<file path="config.mk">
export PLATFORM = sky130hd
export DESIGN_NAME = pc_fetch_unit
export DESIGN_NICKNAME = d
export VERILOG_FILES = /design/src/rtl/pc_fetch_unit_pkg.sv /design/src/rtl/pc_next_sel.sv /design/src/rtl/pc_fetch_unit.sv
export SDC_FILE = /design/constraint.sdc
export NUM_CORES = 1
export LEC_CHECK = 0
export BUFFER_PORTS_ARGS = -buffer_cell sky130_fd_sc_hd__buf_2
export CORE_UTILIZATION = 48
export DETAILED_ROUTE_END_ITERATION = 10
export PLACE_DENSITY_LB_ADDON = 0.2
export SKIP_LAST_GASP = 1
export SLEW_MARGIN = 5
export SYNTH_ARGS = -nofsm -noshare
export SYNTH_HDL_FRONTEND = slang
export SYNTH_SLANG_ARGS = --single-unit
</file>
<file path="constraint.sdc">
create_clock -name clk -period 3.1 [get_ports clk]
set_clock_uncertainty 0.15 [all_clocks]
set_input_delay 0.465 -clock clk [delete_from_list [all_inputs] [get_ports clk]]
set_output_delay 0.465 -clock clk [all_outputs]
set_load 0.03 [all_outputs]
</file>
<file path="src/rtl/pc_fetch_unit_pkg.sv">
// Shared types and constants for the PC/fetch block: FSM encoding, NOP, default vectors.
package pc_fetch_unit_pkg;

  typedef enum logic [1:0] {
    IDLE  = 2'd0,
    FETCH = 2'd1,
    EXEC  = 2'd2
  } fetch_state_t;

  // addi x0, x0, 0
  localparam logic [31:0] NOP = 32'h0000_0013;

  localparam logic [31:0] DEFAULT_RESET_PC = 32'h0000_0000;
  localparam logic [31:0] DEFAULT_TRAP_PC  = 32'h0000_0100;

endpackage

</file>
<file path="src/rtl/pc_next_sel.sv">
// Combinational next-PC selection: JALR > taken branch/JAL > pc+4, plus the wrapping +4 adder.
// With PC_MISALIGN_TRAP_EN the raw target and a misalignment flag are returned; otherwise bits [1:0] are dropped.
module pc_next_sel
  import pc_fetch_unit_pkg::*;
(
  input  logic [31:0] pc,
  input  logic        pc_src,
  input  logic        jalr,
  input  logic [31:0] branch_target,
  input  logic [31:0] jalr_target,
  output logic [31:0] pc_plus4,
  output logic [31:0] next_pc
`ifdef PC_MISALIGN_TRAP_EN
  ,
  output logic        misaligned
`endif
);

  logic [31:0] sel_pc;
  logic        unused_jalr_lsb;

  // JALR always clears bit 0 of rs1+imm before anything else looks at it.
  assign unused_jalr_lsb = jalr_target[0];

  always_comb begin
    pc_plus4 = pc + 32'd4;
    if (jalr) begin
      sel_pc = {jalr_target[31:1], 1'b0};
    end else if (pc_src) begin
      sel_pc = branch_target;
    end else begin
      sel_pc = pc_plus4;
    end
  end

`ifdef PC_MISALIGN_TRAP_EN
  assign next_pc    = sel_pc;
  assign misaligned = sel_pc[1];
`else
  logic [1:0] unused_low_bits;

  assign unused_low_bits = sel_pc[1:0];
  assign next_pc         = {sel_pc[31:2], 2'b00};
`endif

endmodule

</file>
<file path="src/rtl/pc_fetch_unit.sv">
// Program counter and instruction-fetch FSM (IDLE -> FETCH -> EXEC) for the unpipelined core.
// Optional misaligned-target trap is compiled in with PC_MISALIGN_TRAP_EN.
module pc_fetch_unit
  import pc_fetch_unit_pkg::*;
#(
  parameter logic [31:0] RESET_PC = DEFAULT_RESET_PC
`ifdef PC_MISALIGN_TRAP_EN
  ,
  parameter logic [31:0] TRAP_PC  = DEFAULT_TRAP_PC
`endif
) (
  input  logic         clk,
  input  logic         rst,
  input  logic         pc_src,
  input  logic         jalr,
  input  logic [31:0]  branch_target,
  input  logic [31:0]  jalr_target,
  input  logic         instr_done,
  output logic         imem_req,
  output logic [31:0]  imem_addr,
  input  logic         imem_ack,
  input  logic [31:0]  imem_rdata,
  output logic [31:0]  instr,
  output logic [31:0]  pc,
  output logic [31:0]  pc_plus4,
  output logic         instr_valid,
  output fetch_state_t dbg_state
`ifdef PC_MISALIGN_TRAP_EN
  ,
  output logic         misalign_trap
`endif
);

  // Fetch handshake: imem_req and imem_addr are held stable from FETCH entry until the
  // cycle imem_ack is high; that cycle completes the transfer and imem_rdata is captured.
  // An ack in the first request cycle is legal; an ack seen outside FETCH is ignored.

  fetch_state_t state_q, state_d;
  logic         instr_load;
  logic         pc_load;
  logic [31:0]  next_pc;

`ifdef PC_MISALIGN_TRAP_EN
  logic         misaligned;
`endif

  pc_next_sel u_pc_next_sel (
    .pc            (pc),
    .pc_src        (pc_src),
    .jalr          (jalr),
    .branch_target (branch_target),
    .jalr_target   (jalr_target),
    .pc_plus4      (pc_plus4),
    .next_pc       (next_pc)
`ifdef PC_MISALIGN_TRAP_EN
    ,
    .misaligned    (misaligned)
`endif
  );

  always_comb begin
    state_d    = state_q;
    instr_load = 1'b0;
    pc_load    = 1'b0;
    case (state_q)
      IDLE: begin
        state_d = FETCH;
      end
      FETCH: begin
        if (imem_ack) begin
          instr_load = 1'b1;
          state_d    = EXEC;
        end
      end
      EXEC: begin
        // pc_src/jalr/targets only matter in the commit cycle.
        if (instr_done) begin
          pc_load = 1'b1;
          state_d = FETCH;
        end
      end
      default: begin
        state_d = IDLE;
      end
    endcase
  end

  always_ff @(posedge clk) begin
    if (rst) begin
      state_q <= IDLE;
      pc      <= RESET_PC;
      instr   <= NOP;
    end else begin
      state_q <= state_d;
      if (instr_load) begin
        instr <= imem_rdata;
      end
      if (pc_load) begin
`ifdef PC_MISALIGN_TRAP_EN
        pc <= misaligned ? TRAP_PC : next_pc;
`else
        pc <= next_pc;
`endif
      end
    end
  end

`ifdef PC_MISALIGN_TRAP_EN
  // One-cycle pulse: the commit edge leaves EXEC, so pc_load cannot repeat next cycle.
  always_ff @(posedge clk) begin
    if (rst) begin
      misalign_trap <= 1'b0;
    end else begin
      misalign_trap <= pc_load & misaligned;
    end
  end
`endif

  assign imem_req    = (state_q == FETCH);
  assign imem_addr   = pc;
  assign instr_valid = (state_q == EXEC);
  assign dbg_state   = state_q;

endmodule
</file>
==> metrics.yaml <==
logic_synthesis:
  synth_sequential_area_ratio_pct: 31.35
  post_synth_fa_ha_maj_area_fraction_pct: 0.3062
  synth_cells: 541
  synthSimpleGateAreaFrac_pct: 25.14
  async_flop_share_pct: 0
  main_flop_type_after_synthesis: "sky130_fd_sc_hd__dfxtp_1"
  synth_edf_count: 0
  ys_seq_elements: 64
  synth.area.mux_share_pct: 1.470
  ys_types: 61
  synth_warnings: 0
  largest_family_of_logic_cells_by_synthesized_area: "simple AND/OR/NAND/NOR gates"
  synth_area_per_cell_um2: 7.553
  compound_gate_portion_of_the_synthesized_area_pct: 23.76
  synth_xor_area_share_pct: 5.573
  synthesized_cell_area_mm2: 0.004086
routing:
  drtIter0Drc: 269
  route.detailed.drc: 0
  via_count: 4717
  detail_route.first_pass.iterations: 5
  wl_per_cell_um: 16.12
  route.detailed.vias_per_inst: 5.718
  route.antenna.remaining_nets: 0
  wirelength_um: 13300
finish:
  share_of_final_layout_standard_cells_stronger_than_drive_strength_1_pct: 37.50
  filler_cell_count: 787
  num_antenna_cells: 0
  num-nets-final: 818
  layout.cells.most_common: "sky130_fd_sc_hd__buf_2"
  sequential_cell_area_mm2: 0.001281
  synthToLayoutAreaGrowth_pct: 28.84
  multiInputGateArea_mm2: 0.002342
  post-route-util_pct: 64.08
  mostFrequentLayoutCells: "223 x sky130_fd_sc_hd__buf_2, 91 x sky130_fd_sc_hd__nand2_1, 64 x sky130_fd_sc_hd__dfxtp_1"
grt:
  largest_net_degree_at_the_start_of_global_routing: 34
  antenna_found_initial: 0
  grt-busiest-layer: "met2"
  grt_overflow_total: 0
  grt_pass1_wl_um: 20090
  use_met3_pct: 4.935
  grtUsageMet1_pct: 36.46
  groute.usage.overall_pct: 28.74
  grtUsageMet2_pct: 48.25
  first_global_vias: 4092
timing:
  transition_time_of_the_tightest_slew_check_pin_ps: 768.0
  share_of_the_cycle_needed_by_the_critical_path_after_routing_pct: 96.32
  finalSetupTns_ps: 0
  clock_period_minus_final_worst_setup_slack_ps: 2986
  grt_setup_unrepaired: "yes"
  finalHoldViolCount: 0
  setup_viol_count_final: 0
  clock.fmax_mhz: 334.9
  report.final.slew_viol_count: 0
  fin_ws_ps: 114.1
  slew-limit-headroom_pct: 48.75
die:
  ioPinCount: 234
  die_y_um: 94.27
  die_area_mm2: 0.008886
  num_rows: 33
  die_w_um: 94.27
  initial_core_util_pct: 49.73
  core_mm2: 0.008217
power_and_ir_drop:
  worst_ir_drop_vdd_mv: 0.3315
  cellPowerDensity_mw_per_mm2: 401.3
  report.power.total_uw: 2113
  total_leakage_power_uw: 0.002502
cts:
  worst_setup_hold_path_clk_slew_ps: 80
  post_cts_setup_inserts: 0
  number_of_sinks_handled_by_clock_tree_synthesis: 64
  number_of_buffers_created_by_cts: 9
  clk_latency_ps: 350
  cts_max_level: 3
  tritoncts: "yes"
  clockBufferDepth: 2
  cts_root_buffer: "sky130_fd_sc_hd__clkbuf_8"
placement:
  port_buffers: 223
  gp_congestion: 0.8651
  dp.final_hpwl_um: 9643
  dp_worst_setup_slack_ps: 360.9
min_path:
  worstHoldPathType: "input port to register"
worst_setup_path:
  worst-endpoint-arrival_ps: 2370
  critical-path-slowest-cell: "sky130_fd_sc_hd__nor4_4"
  worstPathRequired_ps: 2480
  cp_cell_sequence: "nand4_1, nor4_4, nand4_1, xnor2_1, buf_2"
  worst_setup_path_end_kind: "primary output"
  crit_top_cell: "sky130_fd_sc_hd__nand4_1"
  worstSetupStartpointType: "register"
  critPathKind: "register to primary output"
  worst_path_largest_cell_delay_ps: 540
  crit_path_max_fanout: 9
outcome:
  run_status: "finished, final reports clean"
flow_run:
  cap_viol_max_count: 0
==> worst max-delay path: cells and delay by family (launching register included) <==
kind / cells / cell delay [ps]
AND/OR/NAND/NOR: 3 / 1140
flip-flops: 1 / 500
buffers and inverters: 1 / 210
XOR/XNOR: 1 / 160
==> final cells by class <==
class                   instances  area share [%]
clock buffers                  10           2.614
clock inverters                 6           1.735
inverters                      10          0.7129
well taps                     105           2.495
repair buffers                240           23.62
flip-flops and latches         64           24.33
multi-input cells             390           44.49
==> sequential cells by signal (all words and copies together) (netlist names) <==
signal and cells:
dbg_state 2, instr 32, imem_addr 30
==> power by group <==
| part | switching, µW | internal (µW) |
|---|---|---|
| combinational | 256 | 138 |
| clock | 356 | 477 |
| sequential | 31.3 | 854 |
==> final timing paths <==
path / from / end / slack [ps] / cells past startpoint
max: imem_addr[20] / pc_plus4[31] / 110 / 5
min: imem_rdata[4] / instr[4] / 180 / 3
max reg2reg: imem_addr[2] / imem_addr[18] / 920 / 5
min reg2reg: instr[7] / instr[7] / 300 / 2
==> layer usage <==
| metal | vias to the layer above | part of all wire [%] |
|---|---|---|
| met5 | - | 0 |
| met4 | 0 | 1.7 |
| met3 | 20 | 7.4 |
| met2 | 211 | 49 |
| met1 | 2226 | 41 |
| li1 | 2260 | - |
==> cell usage after synthesis (6+ instances only) <==
master / count / area share, %
sky130_fd_sc_hd__a21oi_1: 51 / 6.2
sky130_fd_sc_hd__a22o_1: 10 / 2.1
sky130_fd_sc_hd__a22oi_1: 6 / 1.1
sky130_fd_sc_hd__a31oi_1: 8 / 1.2
sky130_fd_sc_hd__and4_1: 6 / 1.3
sky130_fd_sc_hd__buf_2: 9 / 1.1
sky130_fd_sc_hd__buf_4: 38 / 7.0
sky130_fd_sc_hd__clkbuf_1: 30 / 2.8
sky130_fd_sc_hd__dfxtp_1: 64 / 31
sky130_fd_sc_hd__inv_1: 10 / 0.92
sky130_fd_sc_hd__mux2i_1: 6 / 1.5
sky130_fd_sc_hd__nand2_1: 92 / 8.5
sky130_fd_sc_hd__nand3_1: 24 / 2.9
sky130_fd_sc_hd__nand4_1: 14 / 2.1
sky130_fd_sc_hd__nor2_1: 14 / 1.3
sky130_fd_sc_hd__nor3_1: 14 / 1.7
sky130_fd_sc_hd__nor4_1: 6 / 0.92
sky130_fd_sc_hd__o211ai_1: 7 / 1.3
sky130_fd_sc_hd__o21ai_0: 23 / 2.8
sky130_fd_sc_hd__or4_1: 6 / 1.1
sky130_fd_sc_hd__xnor2_1: 18 / 3.9
sky130_fd_sc_hd__xor2_1: 8 / 1.7
==> repair_timing <==
item / CTS / global route
resized for setup: 1 / 5
gates cloned: 0 / 0
setup endpoints to repair: 1 / 8
hold buffers: 0 / 0
==> metrics by stage <==
stage,hold WS [ps],area (µm²),cells
4_1_cts,170.8,5248,825
3_5_place_dp,293.0,5017,809
2_1_floorplan,431.5,4105,546
3_3_place_gp,288.4,5017,809
5_1_grt,186.8,5265,825
6_report,180.2,5265,825
==> cells by family after synthesis <==
logic type / after synthesis
other: 1
DFF: 64
and+or+nand+nor: 204
xor gates and xnor gates: 26
muxes: 6
AOI/OAI and AO/OA: 147
adders and majority gates: 1
buffers and inverters: 92
No activity file was read; power rests on OpenSTA's default activity.
